### src/rtl/uart_rx_pkg.sv
// Shared definitions for the uart_rx_byte receiver.
//   uart_rx_state_e  : receiver FSM states
//   UART_DATA_BITS   : data bits per frame
//   UART_IDLE_LEVEL  : line level when idle / stop bit level
package uart_rx_pkg;

  localparam int unsigned UART_DATA_BITS  = 8;
  localparam logic        UART_IDLE_LEVEL = 1'b1;

  typedef enum logic [2:0] {
    IDLE,
    START,
    DATA,
    PARITY,
    STOP,
    BREAK
  } uart_rx_state_e;

endpackage

### src/rtl/uart_rx_bit_timer.sv
// Bit-period timer for the UART receiver.
// The counter runs 0..CLKS_PER_BIT-1 and wraps; restart forces it to 0 on
// the next edge so every FSM state starts with a fresh count.
// Ports:
//   clk       in  clock
//   reset_n   in  asynchronous active-low reset
//   restart   in  reload counter to 0
//   mid_tick  out high while count == CLKS_PER_BIT/2-1 (start-bit centre)
//   bit_tick  out high while count == CLKS_PER_BIT-1 (one bit after a mid point)
module uart_rx_bit_timer #(
  parameter int unsigned CLKS_PER_BIT = 8
) (
  input  logic clk,
  input  logic reset_n,
  input  logic restart,
  output logic mid_tick,
  output logic bit_tick
);

  localparam int unsigned CNT_W = (CLKS_PER_BIT > 1) ? $clog2(CLKS_PER_BIT) : 1;
  localparam logic [CNT_W-1:0] MID_CNT  = CNT_W'(CLKS_PER_BIT / 2 - 1);
  localparam logic [CNT_W-1:0] LAST_CNT = CNT_W'(CLKS_PER_BIT - 1);

  logic [CNT_W-1:0] cnt;

  always_ff @(posedge clk or negedge reset_n) begin
    if (!reset_n) begin
      cnt <= '0;
    end else if (restart || cnt == LAST_CNT) begin
      cnt <= '0;
    end else begin
      cnt <= cnt + CNT_W'(1);
    end
  end

  // A state entered with restart at edge T sees mid_tick at T+CLKS_PER_BIT/2
  // and bit_tick at T+CLKS_PER_BIT, i.e. one full bit after the previous sample.
  assign mid_tick = (cnt == MID_CNT);
  assign bit_tick = (cnt == LAST_CNT);

endmodule

### src/rtl/uart_rx_byte.sv
// 8N1 UART receiver with a valid/ready byte output.
// Optional feature: define UART_RX_PARITY_EN to receive 8 data bits plus a
// parity bit (sense set by PARITY_ODD: 0 = even, 1 = odd).
// Ports:
//   clk            in   clock
//   reset_n        in   asynchronous active-low reset
//   rx_in          in   raw UART line, idles high, asynchronous to clk
//   data_out       out  last accepted byte, LSB = first data bit
//   valid_out      out  data_out holds an unconsumed byte
//   ready_in       in   consumer takes data_out when valid_out && ready_in
//   frame_err_out  out  one-cycle pulse: bad stop (or parity) bit, byte dropped
//   overrun_out    out  one-cycle pulse: new byte dropped, previous still pending
module uart_rx_byte #(
  parameter int unsigned CLKS_PER_BIT = 8,
  parameter int unsigned PARITY_ODD   = 0
) (
  input  logic       clk,
  input  logic       reset_n,
  input  logic       rx_in,
  output logic [7:0] data_out,
  output logic       valid_out,
  input  logic       ready_in,
  output logic       frame_err_out,
  output logic       overrun_out
);

  import uart_rx_pkg::*;

  localparam int unsigned BIT_IDX_W = $clog2(UART_DATA_BITS);
  localparam logic [BIT_IDX_W-1:0] LAST_BIT = BIT_IDX_W'(UART_DATA_BITS - 1);

  uart_rx_state_e state, state_next;

  logic [1:0]                sync;
  logic                      rx_s;
  logic                      restart;
  logic                      mid_tick;
  logic                      bit_tick;
  logic                      sample_data;
  logic                      stop_sample;
  logic [BIT_IDX_W-1:0]      bit_idx;
  logic [UART_DATA_BITS-1:0] shift_reg;
  logic                      parity_ok;
  logic                      byte_good;
  logic                      frame_bad;

  // Two-flop synchroniser, reset to the idle level so reset release is quiet.
  always_ff @(posedge clk or negedge reset_n) begin
    if (!reset_n) begin
      sync <= {2{UART_IDLE_LEVEL}};
    end else begin
      sync <= {sync[0], rx_in};
    end
  end

  assign rx_s = sync[1];

  uart_rx_bit_timer #(
    .CLKS_PER_BIT(CLKS_PER_BIT)
  ) u_timer (
    .clk     (clk),
    .reset_n (reset_n),
    .restart (restart),
    .mid_tick(mid_tick),
    .bit_tick(bit_tick)
  );

  // State register
  always_ff @(posedge clk or negedge reset_n) begin
    if (!reset_n) begin
      state <= IDLE;
    end else begin
      state <= state_next;
    end
  end

  // Next-state logic
  always_comb begin
    state_next = state;
    case (state)
      IDLE: begin
        if (rx_s != UART_IDLE_LEVEL) state_next = START;
      end
      START: begin
        if (mid_tick) state_next = (rx_s == UART_IDLE_LEVEL) ? IDLE : DATA;
      end
      DATA: begin
        if (bit_tick && bit_idx == LAST_BIT) begin
`ifdef UART_RX_PARITY_EN
          state_next = PARITY;
`else
          state_next = STOP;
`endif
        end
      end
      PARITY: begin
        if (bit_tick) state_next = STOP;
      end
      STOP: begin
        if (bit_tick) state_next = (rx_s == UART_IDLE_LEVEL) ? IDLE : BREAK;
      end
      BREAK: begin
        if (rx_s == UART_IDLE_LEVEL) state_next = IDLE;
      end
      default: state_next = IDLE;
    endcase
  end

`ifdef UART_RX_PARITY_EN
  logic sample_parity;
  logic parity_bit;
`endif

  // Output / strobe logic
  always_comb begin
    restart     = (state_next != state);
    sample_data = (state == DATA) && bit_tick;
    stop_sample = (state == STOP) && bit_tick;
`ifdef UART_RX_PARITY_EN
    sample_parity = (state == PARITY) && bit_tick;
`endif
  end

  always_ff @(posedge clk or negedge reset_n) begin
    if (!reset_n) begin
      bit_idx <= '0;
    end else if (state != DATA) begin
      bit_idx <= '0;
    end else if (sample_data) begin
      bit_idx <= bit_idx + BIT_IDX_W'(1);
    end
  end

  // Shift right so the first data bit ends up in bit 0.
  always_ff @(posedge clk or negedge reset_n) begin
    if (!reset_n) begin
      shift_reg <= '0;
    end else if (sample_data) begin
      shift_reg <= {rx_s, shift_reg[UART_DATA_BITS-1:1]};
    end
  end

`ifdef UART_RX_PARITY_EN
  always_ff @(posedge clk or negedge reset_n) begin
    if (!reset_n) begin
      parity_bit <= 1'b0;
    end else if (sample_parity) begin
      parity_bit <= rx_s;
    end
  end

  assign parity_ok = (((^shift_reg) ^ parity_bit) == 1'(PARITY_ODD));
`else
  logic unused_parity_odd;
  assign unused_parity_odd = (PARITY_ODD != 0);
  assign parity_ok         = 1'b1;
`endif

  // A parity error with a good stop bit still returns to IDLE; only a low
  // stop bit sends the FSM to BREAK. Either way a single frame_err pulse.
  assign byte_good = stop_sample && (rx_s == UART_IDLE_LEVEL) && parity_ok;
  assign frame_bad = stop_sample && !((rx_s == UART_IDLE_LEVEL) && parity_ok);

  // Output register and valid/ready handshake
  always_ff @(posedge clk or negedge reset_n) begin
    if (!reset_n) begin
      data_out      <= '0;
      valid_out     <= 1'b0;
      frame_err_out <= 1'b0;
      overrun_out   <= 1'b0;
    end else begin
      frame_err_out <= frame_bad;
      overrun_out   <= byte_good && valid_out && !ready_in;
      if (byte_good && (!valid_out || ready_in)) begin
        data_out  <= shift_reg;
        valid_out <= 1'b1;
      end else if (valid_out && ready_in) begin
        valid_out <= 1'b0;
      end
    end
  end

endmodule

### config.mk
export PLATFORM = sky130hd
export DESIGN_NAME = uart_rx_byte
export DESIGN_NICKNAME = d
export VERILOG_FILES = /design/src/rtl/uart_rx_pkg.sv /design/src/rtl/uart_rx_bit_timer.sv /design/src/rtl/uart_rx_byte.sv
export SDC_FILE = /design/constraint.sdc
export NUM_CORES = 1
export LEC_CHECK = 0
export CAP_MARGIN = 20
export CORE_MARGIN = 2
export CORE_UTILIZATION = 35
export DETAILED_ROUTE_END_ITERATION = 12
export PLACE_DENSITY = 0.53
export SLEW_MARGIN = 10
export SYNTH_ARGS = -nofsm -noshare
export SYNTH_HDL_FRONTEND = slang
export SYNTH_SLANG_ARGS = --single-unit
### constraint.sdc
create_clock -name clk -period 1.7 [get_ports clk]
set_input_delay 0.425 -clock clk [delete_from_list [all_inputs] [get_ports clk]]
set_output_delay 0.425 -clock clk [all_outputs]
set_load 0.01 [all_outputs]
== Yosys cells after proc, flatten, opt, wreduce, memory -nomap -nowiden ==
Cells that the tools add are included.
Cells by class
  mux-type cells: 14
  add/sub/neg operators: 2
  equal/unequal tests: 10
  reduce and logical (&&, ||, !) cells: 17
Operator list (number)
  $mux W3: 10
  $pmux W3 S6: 1
  $eq A3 B3 Y1 const B: 4
  $eq A3 B2 Y1 const B: 3
  $logic_and A1 B1 Y1: 9
  $add A3 B1 Y3 const B: 2
  $reduce_bool A2 Y1: 2
  $eq A3 B1 Y1 const B: 1
  $logic_not A1 Y1: 3
  $logic_not A3 Y1: 1
  $ne A3 B2 Y1 const B: 1
  $ne A3 B3 Y1: 1
  $logic_or A1 B1 Y1: 2
  $mux W1: 2
  $mux W2: 1
Storage, ports and cells
  logic and storage cells: 52
  bits in registers: 30
  input port bits: 4

== Logic depth before layout (Yosys ltp) ==
  depth in word-level cells: 7
  gate-level depth with buffers: 7

== Hierarchy ==
Synthesis repeated with hierarchy kept, for this count alone.
Second synthesis, totals
  cells, all modules: 99
  area total of the unflattened synthesis: 1315.0 sq um
Modules (own cells, without submodules)
  uart_rx_byte: instances 1, cells an instance 89, seq. area each 678.2 sq um, area an instance 1176.1 sq um
  uart_rx_bit_timer: instances 1, cells an instance 10, seq. area each 75.1 sq um, area an instance 138.9 sq um

== Least setup slack after synthesis ==
Ideal clock, no wire load.
  path kind: flip-flop to flip-flop
  from: register u_timer.cnt[0]
  to: register shift_reg[0]
  cell stages (with the launch flop): 7
  required time: 1.575 ns
  data arrival time: 1.565 ns
  period minus slack after synthesis: 1.689 ns
  library setup time: 0.125 ns
  path slack: 0.011 ns
  path through: dfrtp_1 > ha_1 > ha_1 > clkbuf_1 > and3_1 > buf_2 > mux2_2
On the way
  longest elaborated chain between the ends: 2
RTL lines
  start: declaration: RTL line uart_rx_bit_timer.sv:24  | logic [CNT_W-1:0] cnt;
  start signal: assignment: RTL line uart_rx_bit_timer.sv:32  | cnt <= cnt + CNT_W'(1);
  $eq A3 B3 Y1: RTL line uart_rx_bit_timer.sv:39  | assign bit_tick = (cnt == LAST_CNT);
  $logic_and A1 B1 Y1: RTL line uart_rx_byte.sv:117  | sample_data = (state == DATA) && bit_tick;
  end signal: assignment: RTL line uart_rx_byte.sv:139  | shift_reg <= {rx_s, shift_reg[UART_DATA_BITS-1:1]};
  end: declaration: RTL line uart_rx_byte.sv:42  | logic [UART_DATA_BITS-1:0] shift_reg;
No other way between the ends.
A chain may end at the register's enable or synchronous reset.

== Worst setup path in the final report ==
  from: register u_timer.cnt[0]
  to: register u_timer.cnt[2]
On the way
  longest elaborated chain between the ends: 7
  elaborated cells between the ends (all ways): 12
  those cells by class: 1 x add/sub; 3 x eq/ne; 6 x mux; 2 x reduce/logical
RTL lines
  $eq A3 B3 Y1: RTL line uart_rx_bit_timer.sv:29, uart_rx_bit_timer.sv:39
  $logic_and A1 B1 Y1: RTL line uart_rx_byte.sv:88  | if (bit_tick && bit_idx == LAST_BIT) begin
  $mux W3: RTL line uart_rx_byte.sv:88
  $pmux W3 S6: RTL line uart_rx_byte.sv:80  | case (state)
  $ne A3 B3 Y1: RTL line uart_rx_byte.sv:116  | restart = (state_next != state);
  $logic_or A1 B1 Y1: RTL line uart_rx_bit_timer.sv:29  | end else if (restart || cnt == LAST_CNT) begin
  $mux W3 (*): RTL line uart_rx_bit_timer.sv:29
Every way passes the cells marked *; elsewhere a longest branch is shown, timed or not.

==> reports/qor.yml <==
worst_setup_path:
  worst_path_most_repeated_cell: "ha_4"
  cp-end-kind: "flop"
  critPathSlowestCell: "dfrtp_1"
  cp.arrival_ps: 1840
  worst_ep_required_time_ps: 1900
  critical_path_class: "flop to flop"
  worstPathMaxFanout: 5
  slowest_delay_ps: 410
  cp_cell_sequence: "ha_4 -> ha_4 -> and4bb_1 -> a21oi_2 -> a21bo_2 -> a211oi_2"
  cp_num_buf_inv: 0
  cpLargestDelayFamily: "compound AO/OA/AOI/OAI gates"
  cp-start-kind: "flop"
global_route:
  grt_first_pass_wirelength_mm: 4.13
  grt_max_degree: 31
  grt_pass1_vias: 869
  grt_usage_pct: 13.1
  grt_overflow_total: 0
  antenna_found_initial: 0
pwr:
  p_leak_nw: 0.814
  power_per_cell_area_nw_per_um2: 1100
  max-vdd-ir-drop_uv: 395
finish:
  final_util_pct: 46.0
  area_delta_synth_final_pct: 24.5
  drive_gt1_share_pct: 33.1
  instances_no_fill: 172
  layout_commonest_cell: "dfrtp_1"
  nNetsFinal: 133
  final_cell_mix: "dfrtp_1, clkdlybuf4s50_1, nor2_1, mux2_4, mux2_2"
  final_area_um2: 1710
  diodes: 0
detailed_routing:
  route.detailed.drc: 0
  first_pass_iters: 4
  met3_wirelength_um: 104
  drtIter0Drc: 33
  viasPerCell: 4.72
  wl_per_cell_um: 13.8
  met1_length_mm: 1.19
  top_layer_used: "met4"
  vias: 811
  detail-route-antenna-nets: 0
  route.met2.wl_mm: 1.04
  wl_mm: 2.38
floorplanning:
  dieArea_um2: 4440
  io_pins: 15
  num_rows: 22
  core_um2: 3720
  initial_utilization_pct: 37.0
  die_y_um: 66.7
  die_w_um: 66.7
worst_hold_path:
  hold_class: "flop to flop"
clocking:
  htreeDepth: 2
  clockRootBuffer: "clkbuf_8"
  path_clk_slew_ps: 60
  numCtsBuffers: 5
  cts.sinks: 30
  tritoncts: "yes"
  cts_buffer_depth: 2
  hold_buffers: 0
  clk_latency_ps: 280
placement:
  place_hpwl_mm: 1.52
  placed_area_um2: 1570
  gp_congestion: 0.729
  dpl.cell_count: 163
  port_buffers: 14
logic_synthesis:
  yosysTopAreaCell: "dfrtp_1"
  syn_area_um2: 1370
  syn-instance-count: 103
  syn_area_per_cell_um2: 13.3
  yosysSeqAreaShare_pct: 54.8
  yosysWarnings: 0
  synthTopCellsByArea: "dfrtp_1, mux2_4, mux2_2, ha_1, dfstp_2"
  yosys.area.top_type_share_pct: 51.0
  syn-num-nets: 113
  yosys_register_bits: 30
  yosys.cell_types.count: 30
sta:
  slew-limit-headroom_pct: 73.5
  finalSetupViolCount: 0
  fmax_mhz: 607
  layout_min_cycle_time_ps: 1650
  fin_crit_sh_pct: 96.9
  fin_skew_ps: 2.97
  worstMarginPinSlew_ps: 397
  report.final.slew_viol_count: 0
  hold_violations: 0
outcome:
  status: "finished clean"
job:
  cap_violations: 0
## layout make-up
class,count,area (um2)
clock buffers,6,82.6
inverters,2,7.51
fillers,343,2010
clock inverters,2,12.5
repair buffers,19,190
multi-input cells,65,604
flip-flops and latches,30,753
well taps,48,60.1
## metrics by stage
stage,setup slack [ps],TNS (ps),hold WS (ps),total power [mW]
after global routing,-29.1,-29.8,366,2.01
final,53.4,0,358,1.88
after CTS,34.6,0,358,1.83
after floorplan,10.8,0,129,1.15
after detailed placement,-99.7,-174,348,1.20
after global placement,14.0,0,346,1.19
## synth_stat cells, drive strengths merged
cell type	instances
dfrtp	28
mux2	16
nor2	11
ha	6
buf	5
nand2	4
a21oi	3
mux2i	3
nand2b	3
nand3	3
o21ai	3
a211oi	2
dfstp	2
inv	2
nand3b	2
nand4	2
a21bo	1
a41oi	1
and3	1
and4bb	1
clkbuf	1
nor4bb	1
o21a	1
xnor2	1
## kinds of logic after synthesis
group                    synth area share, %
multiplexers                            17.5
AO/OA/AOI/OAI                           5.19
AND/OR/NAND/NOR                         12.2
adder cells (fa/ha/maj)                 5.46
buffers and inverters                   4.19
flip-flops                              54.8
XOR/XNOR                               0.638
## what timing repair did
item                                   4_1_cts  5_1_grt
setup buffers                                0        1
endpoints found under the hold margin        0        0
setup endpoints to repair                    2        3
gates resized for setup                      4        5
pin swaps                                    0        1
## metal layers
metal | global-route usage [%] | vias to the layer above
met2 | 18.9 | 16
met1 | 16.3 | 398
met4 | 7.65 | 0
li1 | - | 393
met5 | 0 | -
met3 | 5.57 | 4
## worst paths after layout
check                          startpoint             end  slack, ps  depth (start not counted)
max                        u_timer.cnt[0]  u_timer.cnt[2]         50                          6
min reg2reg                       sync[0]         sync[1]        360                          0
min                               sync[0]         sync[1]        360                          0
max reg2reg                u_timer.cnt[0]  u_timer.cnt[2]         50                          6
max in group asynchronous         reset_n         sync[1]        850                          2
min in group asynchronous         reset_n  u_timer.cnt[2]        530                          2
## report_power, final
| part | switching (mW) | total [mW] | internal, mW |
|---|---|---|---|
| clock | 0.283 | 0.608 | 0.325 |
| sequential | 0.0947 | 0.873 | 0.778 |
| combinational | 0.202 | 0.403 | 0.201 |
Note: power is estimated with default switching activity, not from simulation.
